--- config.mk ---
export PLATFORM = sky130hd
export DESIGN_NAME = spi_sram_slave_os
export DESIGN_NICKNAME = d
export VERILOG_FILES = /design/src/rtl/spi_sram_slave_os.sv
export SDC_FILE = /design/constraint.sdc
export NUM_CORES = 1
export LEC_CHECK = 0
export ABC_AREA = 1
export CELL_PAD_IN_SITES_DETAIL_PLACEMENT = 0
export CELL_PAD_IN_SITES_GLOBAL_PLACEMENT = 1
export CORE_MARGIN = 10
export CORE_UTILIZATION = 40
export CTS_BUF_LIST = sky130_fd_sc_hd__clkbuf_8
export DETAILED_ROUTE_END_ITERATION = 16
export PLACE_DENSITY_LB_ADDON = 0.3
export SLEW_MARGIN = 30
export SYNTH_ARGS = -nofsm -noshare
export SYNTH_HDL_FRONTEND = slang
export SYNTH_SLANG_ARGS = --single-unit
--- constraint.sdc ---
create_clock -name clk -period 2.2 [get_ports clk]
set_input_delay 0.22 -clock clk [delete_from_list [all_inputs] [get_ports clk]]
set_output_delay 0.22 -clock clk [all_outputs]
set_load 0.02 [all_outputs]
--- src/rtl/spi_sram_slave_os.sv ---
// Oversampled SPI SRAM slave. sclk, cs_n and mosi are synchronised into the
// clk domain and edge-detected, so the whole slave runs on the system clock.
// It serves READ, FAST READ, WRITE, RDMR and WRMR against a synchronous byte
// memory and supports byte, page and sequential addressing modes.
module spi_sram_slave_os #(
  parameter int         ADDR_W     = 16,
  parameter int         ADDR_BYTES = 3,
  parameter int         PAGE_W     = 5,
  parameter logic [1:0] RESET_MODE = 2'b01
) (
  input  logic              clk,
  input  logic              rst_n,
  input  logic              sclk,
  input  logic              cs_n,
  input  logic              mosi,
  output logic              miso,
  output logic              miso_oe,
  output logic [ADDR_W-1:0] mem_addr,
  output logic              mem_en,
  output logic              mem_wr,
  output logic [7:0]        mem_wdata,
  input  logic [7:0]        mem_rdata,
  output logic [1:0]        mode,
  output logic              busy
);

  typedef enum logic [3:0] {
    S_IDLE, S_CMD, S_ADDR, S_DUMMY, S_READ, S_WRITE, S_RDMR, S_WRMR, S_IGNORE
  } state_t;

  localparam logic [7:0] OP_WRMR  = 8'h01;
  localparam logic [7:0] OP_WRITE = 8'h02;
  localparam logic [7:0] OP_READ  = 8'h03;
  localparam logic [7:0] OP_RDMR  = 8'h05;
  localparam logic [7:0] OP_FAST  = 8'h0B;

  localparam logic [1:0] MODE_BYTE = 2'b00;
  localparam logic [1:0] MODE_PAGE = 2'b10;

  localparam logic [ADDR_W-1:0] PAGE_MASK = ADDR_W'((1 << PAGE_W) - 1);
  localparam logic [1:0]        ADDR_LAST = 2'(ADDR_BYTES - 1);

  state_t            state, state_nx;
  logic [1:0]        sclk_sync, cs_sync, mosi_sync;
  logic              sclk_d, cs_d;
  logic              sclk_s, cs_s, mosi_s;
  logic              rise, fall, cs_fall;
  logic [2:0]        bit_cnt;
  logic [1:0]        addr_cnt;
  logic [6:0]        shift_in;
  logic [7:0]        shift_out;
  logic [7:0]        opcode;
  logic [7:0]        rx_byte;
  logic              byte_done, addr_done;
  logic              load_pending;
  logic [ADDR_W-1:0] ptr, ptr_in, ptr_next;

  // Two-flop synchronisers plus one delay stage for edge detection.
  always_ff @(posedge clk or negedge rst_n) begin
    if (!rst_n) begin
      sclk_sync <= 2'b00;
      // NOTE: cs_n resets to its idle (high) level so releasing reset never looks like a select.
      cs_sync   <= 2'b11;
      mosi_sync <= 2'b00;
      sclk_d    <= 1'b0;
      cs_d      <= 1'b1;
    end else begin
      sclk_sync <= {sclk_sync[0], sclk};
      cs_sync   <= {cs_sync[0], cs_n};
      mosi_sync <= {mosi_sync[0], mosi};
      sclk_d    <= sclk_sync[1];
      cs_d      <= cs_sync[1];
    end
  end

  assign sclk_s    = sclk_sync[1];
  assign cs_s      = cs_sync[1];
  assign mosi_s    = mosi_sync[1];
  assign rise      = sclk_s & ~sclk_d;
  assign fall      = ~sclk_s & sclk_d;
  assign cs_fall   = ~cs_s & cs_d;
  assign rx_byte   = {shift_in, mosi_s};
  assign byte_done = rise && (bit_cnt == 3'd7);
  assign addr_done = byte_done && (addr_cnt == ADDR_LAST);
  assign ptr_in    = {ptr[ADDR_W-2:0], mosi_s};
  assign busy      = (state != S_IDLE);

  // Pointer advance: page mode wraps inside the page, everything else is linear.
  always_comb begin
    ptr_next = ptr + ADDR_W'(1);
    if (mode == MODE_PAGE) begin
      ptr_next = (ptr & ~PAGE_MASK) | ((ptr + ADDR_W'(1)) & PAGE_MASK);
    end
  end

  // State register.
  always_ff @(posedge clk or negedge rst_n) begin
    if (!rst_n) state <= S_IDLE;
    else        state <= state_nx;
  end

  // Next-state decode; deselect wins over everything.
  always_comb begin
    // NOTE: default assigned first so no path leaves state_nx unassigned (no latch).
    state_nx = state;
    if (cs_s) begin
      state_nx = S_IDLE;
    end else begin
      case (state)
        S_IDLE:  if (cs_fall) state_nx = S_CMD;
        S_CMD: begin
          if (byte_done) begin
            case (rx_byte)
              OP_READ, OP_FAST, OP_WRITE: state_nx = S_ADDR;
              OP_RDMR:                    state_nx = S_RDMR;
              OP_WRMR:                    state_nx = S_WRMR;
              default:                    state_nx = S_IGNORE;
            endcase
          end
        end
        S_ADDR: begin
          if (addr_done) begin
            if (opcode == OP_WRITE)     state_nx = S_WRITE;
            else if (opcode == OP_FAST) state_nx = S_DUMMY;
            else                        state_nx = S_READ;
          end
        end
        S_DUMMY: if (byte_done) state_nx = S_READ;
        S_READ, S_WRITE: if (byte_done && mode == MODE_BYTE) state_nx = S_IGNORE;
        S_WRMR:  if (byte_done) state_nx = S_IGNORE;
        default: ;
      endcase
    end
  end

  // Datapath: bit collection, memory strobes, read shifter and mode register.
  always_ff @(posedge clk or negedge rst_n) begin
    if (!rst_n) begin
      miso         <= 1'b0;
      miso_oe      <= 1'b0;
      mem_addr     <= '0;
      mem_en       <= 1'b0;
      mem_wr       <= 1'b0;
      mem_wdata    <= 8'h00;
      mode         <= RESET_MODE;
      bit_cnt      <= 3'd0;
      addr_cnt     <= 2'd0;
      shift_in     <= 7'd0;
      shift_out    <= 8'h00;
      opcode       <= 8'h00;
      ptr          <= '0;
      load_pending <= 1'b0;
    end else begin
      mem_en       <= 1'b0;
      mem_wr       <= 1'b0;
      // Read data arrives one clk after the read strobe.
      load_pending <= mem_en && !mem_wr;
      if (load_pending) shift_out <= mem_rdata;

      if (cs_s) begin
        bit_cnt  <= 3'd0;
        addr_cnt <= 2'd0;
        miso     <= 1'b0;
        miso_oe  <= 1'b0;
      end else begin
        if (rise && state != S_IDLE) begin
          bit_cnt  <= bit_cnt + 3'd1;
          shift_in <= rx_byte[6:0];
        end
        if (fall && (state == S_READ || state == S_RDMR)) begin
          miso      <= shift_out[7];
          miso_oe   <= 1'b1;
          shift_out <= {shift_out[6:0], 1'b0};
        end
        case (state)
          S_CMD: begin
            if (byte_done) begin
              opcode   <= rx_byte;
              addr_cnt <= 2'd0;
              if (rx_byte == OP_RDMR) shift_out <= {mode, 6'b0};
            end
          end
          S_ADDR: begin
            if (rise) ptr <= ptr_in;
            if (byte_done) addr_cnt <= addr_cnt + 2'd1;
            if (addr_done && opcode == OP_READ) begin
              mem_en   <= 1'b1;
              mem_addr <= ptr_in;
            end
          end
          S_DUMMY: begin
            if (byte_done) begin
              mem_en   <= 1'b1;
              mem_addr <= ptr;
            end
          end
          S_READ: begin
            if (byte_done && mode != MODE_BYTE) begin
              ptr      <= ptr_next;
              mem_en   <= 1'b1;
              mem_addr <= ptr_next;
            end
          end
          S_WRITE: begin
            if (byte_done) begin
              mem_en    <= 1'b1;
              mem_wr    <= 1'b1;
              mem_wdata <= rx_byte;
              mem_addr  <= ptr;
              ptr       <= ptr_next;
            end
          end
          S_RDMR: if (byte_done) shift_out <= {mode, 6'b0};
          S_WRMR: if (byte_done) mode <= rx_byte[7:6];
          S_IGNORE: begin
            miso    <= 1'b0;
            miso_oe <= 1'b0;
          end
          default: ;
        endcase
      end
    end
  end

endmodule
## After elaboration in Yosys (flattened, before gate mapping)

Cells that the tools add are included.

- Bits in registers: 87
- Input port bits: 13
- Output and inout port bits: 31
- Word-level logic and storage cells: 137

- Add/sub/neg operators: 3
- Equality and inequality tests: 31
- Multiplexer cells: 45
- Bitwise logic cells: 7
- Reductions and logical operators: 31

Operators by type and width:

| cell | count |
|---|---|
| 16-bit two-way mux | 6 |
| 16-bit one-hot mux with 3 select lines | 2 |
| 8-bit two-way mux | 6 |
| 8-bit by 2-bit == test with 1-bit output (second input constant) | 4 |
| 4-bit two-way mux | 7 |
| 4-bit one-hot mux with 6 select lines | 1 |
| 3-bit inequality test (second input constant) | 7 |
| 16-bit by 1-bit adder with 16-bit output (second input constant) | 1 |
| 4-bit by 3-bit == test with 1-bit output (second input constant) | 4 |
| 8-bit by 4-bit == test with 1-bit output (second input constant) | 2 |
| 16-bit by 5-bit OR with 16-bit output | 1 |
| 8-bit one-hot mux with 2 select lines | 1 |
| 1-bit two-way mux | 12 |
| 3-bit two-way mux | 4 |
| 4-bit one-hot mux with 3 select lines | 1 |
| 3-bit AND reduction | 4 |
| 3-bit nonzero test | 4 |
| 5-bit AND reduction | 2 |
| 4-bit by 2-bit == test with 1-bit output (second input constant) | 2 |
| 8-bit by 1-bit == test with 1-bit output (second input constant) | 1 |
| 8-bit by 3-bit == test with 1-bit output (second input constant) | 1 |
| 1-bit logical AND | 8 |
| 7-bit AND reduction | 1 |
| 7-bit nonzero test | 1 |
| 22 further kinds | 34 |

## Longest topological paths before layout

- Word-level depth: 8
- Gate-level depth with buffers: 12
- Mapped depth without buffers: 11

## Least setup slack after synthesis

No wires, ideal clock.

- Path kind: flip-flop to flip-flop
- Start point: register bit_cnt[0]
- End point: register ptr[10]
- Arrival time: 1.620 ns
- Data required time: 2.135 ns
- Slack: 0.515 ns
- Stages on the path, launching flop included: 12
- Path buffers: 1
- Period minus slack after synthesis: 1.685 ns
- Cells stage by stage: dfrtp_1 -> ha_1 -> ha_1 -> nand3_2 -> nor2_1 -> nand2_1 -> o21ai_1 -> nand2_1 -> buf_2 -> a21oi_1 -> nand2_1 -> nand2_1

- Cells in the longest elaborated chain, start to end: 5

RTL lines:

| item | RTL line | source |
|---|---|---|
| start: declaration | 48 | `logic [2:0] bit_cnt;` |
| start signal: assignment | 167 | `bit_cnt <= bit_cnt + 3'd1;` |
| 3-bit == test (*) | 83 | `assign byte_done = rise && (bit_cnt == 3'd7);` |
| 1-bit logical AND (*) | 83 |  |
| 1-bit logical AND | 198 | `if (byte_done && mode != MODE_BYTE) begin` |
| 2-bit by 1-bit inequality test with 1-bit output (no source line) | n/a |  |
| 5-bit AND reduction (no source line) (*) | n/a |  |
| end signal: assignment | 184 | `if (rise) ptr <= ptr_in;` |
| end signal: assignment | 199 | `ptr <= ptr_next;` |
| end signal: assignment | 210 | `ptr <= ptr_next;` |
| end: declaration | 56 | `logic [ADDR_W-1:0] ptr, ptr_in, ptr_next;` |

Mark *: on every way between the ends. The rest lies on a longest branch, timed or not.
A chain may end at the register's enable or synchronous reset.

## Worst setup path in the final report

- Start point: register state[0]
- End point: output busy

- Cells in the longest elaborated chain, start to end: 1

RTL lines:

| item | RTL line | source |
|---|---|---|
| start: declaration | 43 | `state_t state, state_nx;` |
| start signal: assignment | 99 | `else state <= state_nx;` |
| 4-bit nonzero test | 86 | `assign busy = (state != S_IDLE);` |
| end: declaration | 24 | `output logic busy` |

No other way between the ends.

==> summary.txt <==
Place
  • Routability congestion estimate: 0.9147
  • Dpl cell area: 5271 um2
  • Port bufs: 43
  • DP HPWL: 9347 um
  • Placed cells: 807

Critical path
  • WP buf/inv: 3
  • CP Depth: 5
  • CP max stage cell: clkdlybuf4s50_1
  • CP Data Required Time: 1.98 ns
  • Reg2Reg Setup Slack: 0.18 ns
  • Crit path DAT: 1.90 ns
  • Max FO, Critical Path: 7
  • Critical path class: register to output pin
  • Worst-path cell chain: inv_1 > nand2_1 > inv_1 > nand2_2 > clkdlybuf4s50_1
  • CP top delay family: buffers and inverters
  • Largest stage delay, worst path: 0.56 ns
  • R2r worst-path depth: 7
  • Startpoint types: register
  • Worst Setup End Kind: output pin
  • CP dominant cell by count: inv_1

Routing
  • TritonRoute pass-1 iters: 5
  • Mean routed wirelength per cell: 15.19 um
  • Drc violations: 0
  • Vias: 4229
  • Drt total wl: 12520 um
  • Antenna-violating nets left: 0
  • Iter 0 DRT Violations: 387
  • DR vias/cell: 5.132

Synth
  • Sequential-to-total area share from yosys stat: 46.61%
  • Most common cell in the netlist: nand2_1
  • Synth Cell Area: 4682 um2
  • Async SR Flop Fraction: 100.0%
  • Post-synth cell types: 34
  • Synth warnings: 0
  • Yosys top cell by area: dfrtp_1
  • Commonest cells in the netlist: nand2_1, dfrtp_1, nor2_1, o21ai_0, nand3_1
  • Post-synth EDFFs: 0
  • Flip-flop and latch count after synthesis: 87
  • Post-Syn Nets: 646
  • Synth Area per Inst: 7.444 um2
  • Gate Count Post-Synth: 629
  • Main synth FF type: dfrtp_1
  • Top cells by area, synth: dfrtp_1, nand2_1, o21ai_0
  • Yosys top cell area share: 44.36%

Floorplanning
  • Total die area: 16430 um2
  • DIE WIDTH: 128.2 um
  • Initial Util: 41.00%
  • DIE HEIGHT: 128.2 um
  • Core area: 11420 um2
  • Row cnt: 39
  • Num ports: 44

Global route
  • Initial antenna violation count: 0
  • Vias in the first global route: 4037
  • Largest net degree at the start of global routing: 51
  • First-pass GRT wire length: 21000 um
  • Global route total overflow: 0
  • Aggregate global-route resource usage: 15.53%

CTS
  • Clk_lat worst skew: 0.37 ns
  • Clk buf depth: 2
  • H-tree Lvls: 3
  • CTS tree: built
  • CTS sink cnt: 87
  • Root Buffer: clkbuf_8
  • Worst-path clk slew: 0.10 ns
  • CTS Buf Count: 9
  • Post-CTS setup buffers: 0

Final layout
  • Nets: 693
  • Multi-input gate area: 2188 um2
  • Fraction of layout cells with a size suffix above 1: 8.223%
  • Area grow syn2layout: 17.42%
  • Final instance area: 5498 um2
  • Fillers: 1161
  • Non-Filler Instances: 824
  • Ant diodes: 0
  • FF+latch area: 2183 um2

Power and ir drop
  • Max VDD drop: 0.4293 mV
  • Switching Share: 39.77%
  • Clock group share of total power: 23.3%
  • Internal Power: 0.003128 W
  • Pwr Total: 0.005193 W
  • Sequential power share: 42.1%
  • Leak Pwr: 2.542 nW
  • Switching power: 0.002065 W
  • Pwr Density: 944.6 nW/um2
  • Comb power frac: 34.6%

Outcome
  • Outcome: complete, no violations

STA
  • Max Fclk: 472.1 MHz
  • Final Setup Violations: 0
  • Post-Route Skew: 0.01049 ns
  • Max-slew headroom: 61.29%
  • RSZ-0062 raised after global routing: false
  • Fin. max-slew vios: 0
  • Final Hold Fails: 0
  • Slew @ Worst Pin: 0.5792 ns
  • Post-route setup TNS: 0 ns
  • Period utilization: 96.27%
  • Tmin final: 2.118 ns

Job
  • Max-Cap Viols: 0

Worst hold path
  • HP Class: input pin to register
  • Hold Crit Depth: 1
==> flip-flops by register name, summed over array words and instances (netlist names), 2 cells and up <==
| name | flops |
|---|---|
| state | 4 |
| shift_in | 7 |
| shift_out | 8 |
| mem_addr | 16 |
| mem_wdata | 8 |
| bit_cnt | 3 |
| cs_sync | 2 |
| ptr | 16 |
| sclk_sync | 2 |
| addr_cnt | 2 |
| mode | 2 |
| opcode | 8 |
| mosi_sync | 2 |
==> final timing paths <==
| kind | from | to |
|---|---|---|
| max in group asynchronous | rst_n | cs_sync[0]$_DFF_PN1_ |
| setup reg to reg | bit_cnt[0]$_DFFE_PN0P_ | mem_wdata[5]$_DFFE_PN0P_ |
| min in group asynchronous | rst_n | addr_cnt[0]$_DFFE_PN0P_ |
| hold / removal | cs_n | cs_sync[0]$_DFF_PN1_ |
| hold reg to reg | mosi_sync[0]$_DFF_PN0_ | mosi_sync[1]$_DFF_PN0_ |
| setup / recovery | state[0]$_DFFE_PN0P_ | busy |
==> power groups by stage <==
stage | combinational [W] | clock (W) | sequential [W]
5_1_grt | 0.00200 | 0.00132 | 0.00223
3_5_place_dp | 0.00178 | 0 | 0.00221
4_1_cts | 0.00179 | 0.00125 | 0.00218
3_3_place_gp | 0.00178 | 0 | 0.00220
2_1_floorplan | 0.00110 | 0 | 0.00225
6_report | 0.00180 | 0.00121 | 0.00218
==> cells in the final DEF, fill, tap and decap left out, drive strengths merged <==
cell type      netlist  final
nand2              215    215
dfrtp               83     83
nor2                70     70
o21ai               64     64
inv                 60     63
nand3               58     58
clkdlybuf4s50        0     42
a21oi               15     15
clkbuf               5      9
buf                 10      8
nand4                6      6
mux2i                6      6
nand3b               6      6
a21boi               5      5
o211ai               5      5
ha                   4      4
dfstp                4      4
clkinv               1      4
nor3                 3      3
mux2                 2      2
o22ai                2      2
o21a                 2      2
o21bai               1      1
a41oi                1      1
a31oi                1      1
bufinv               0      1
dlygate4sd3          0      1
==> per-layer routing <==
layer	wire length, um	vias up	share of wire (%)	track usage (%)
li1	-	2124	-	-
met4	95	0	0.76	3.444
met2	5136	145	41	22.14
met3	1064	6	8.5	4.177
met1	6223	1954	50	22.77
met5	0	-	0	0
==> cell type report <==
class                           count  share of cell area (%)
Clock buffer                        9                   2.253
Sequential cell                    87                   39.71
Tap cell                          143                   3.254
Timing Repair Buffer               51                   9.149
Clock inverter                      7                   1.661
Multi-Input combinational cell    466                   39.80
Inverter                           61                   4.165
==> timing repair <==
item / CTS / global route
gates resized for setup: 0 / 1
hold buffers: 1 / 0
endpoints found under the hold margin: 37 / 0
endpoints found under the setup margin: 0 / 1
==> cells by family (layout without fill, tap and decap cells) <==
kind of cell             after synthesis  after routing  synth area share [%]
multiplexers                           8              8                 1.764
adder cells (fa/ha/maj)                4              4                 1.069
buffers and inverters                 76            128                 6.654
AND/OR/NAND/NOR                      358            358                 32.79
AO/OA/AOI/OAI                         96             96                 11.12
flip-flops                            87             87                 46.61
==> through the flow <==
step / setup WS [ns] / utilization, % / hold WS [ns]
after floorplan: 0.5150 / - / -0.07559
after global placement: 0.2726 / 46.16 / 0.2226
after detailed placement: 0.1956 / 46.16 / 0.2194
after CTS: 0.03812 / 48.14 / 0.2509
after global routing: 0.001491 / 48.15 / 0.2378
final: 0.08195 / 48.15 / 0.2544
Note: power is estimated with default switching activity, not from simulation.
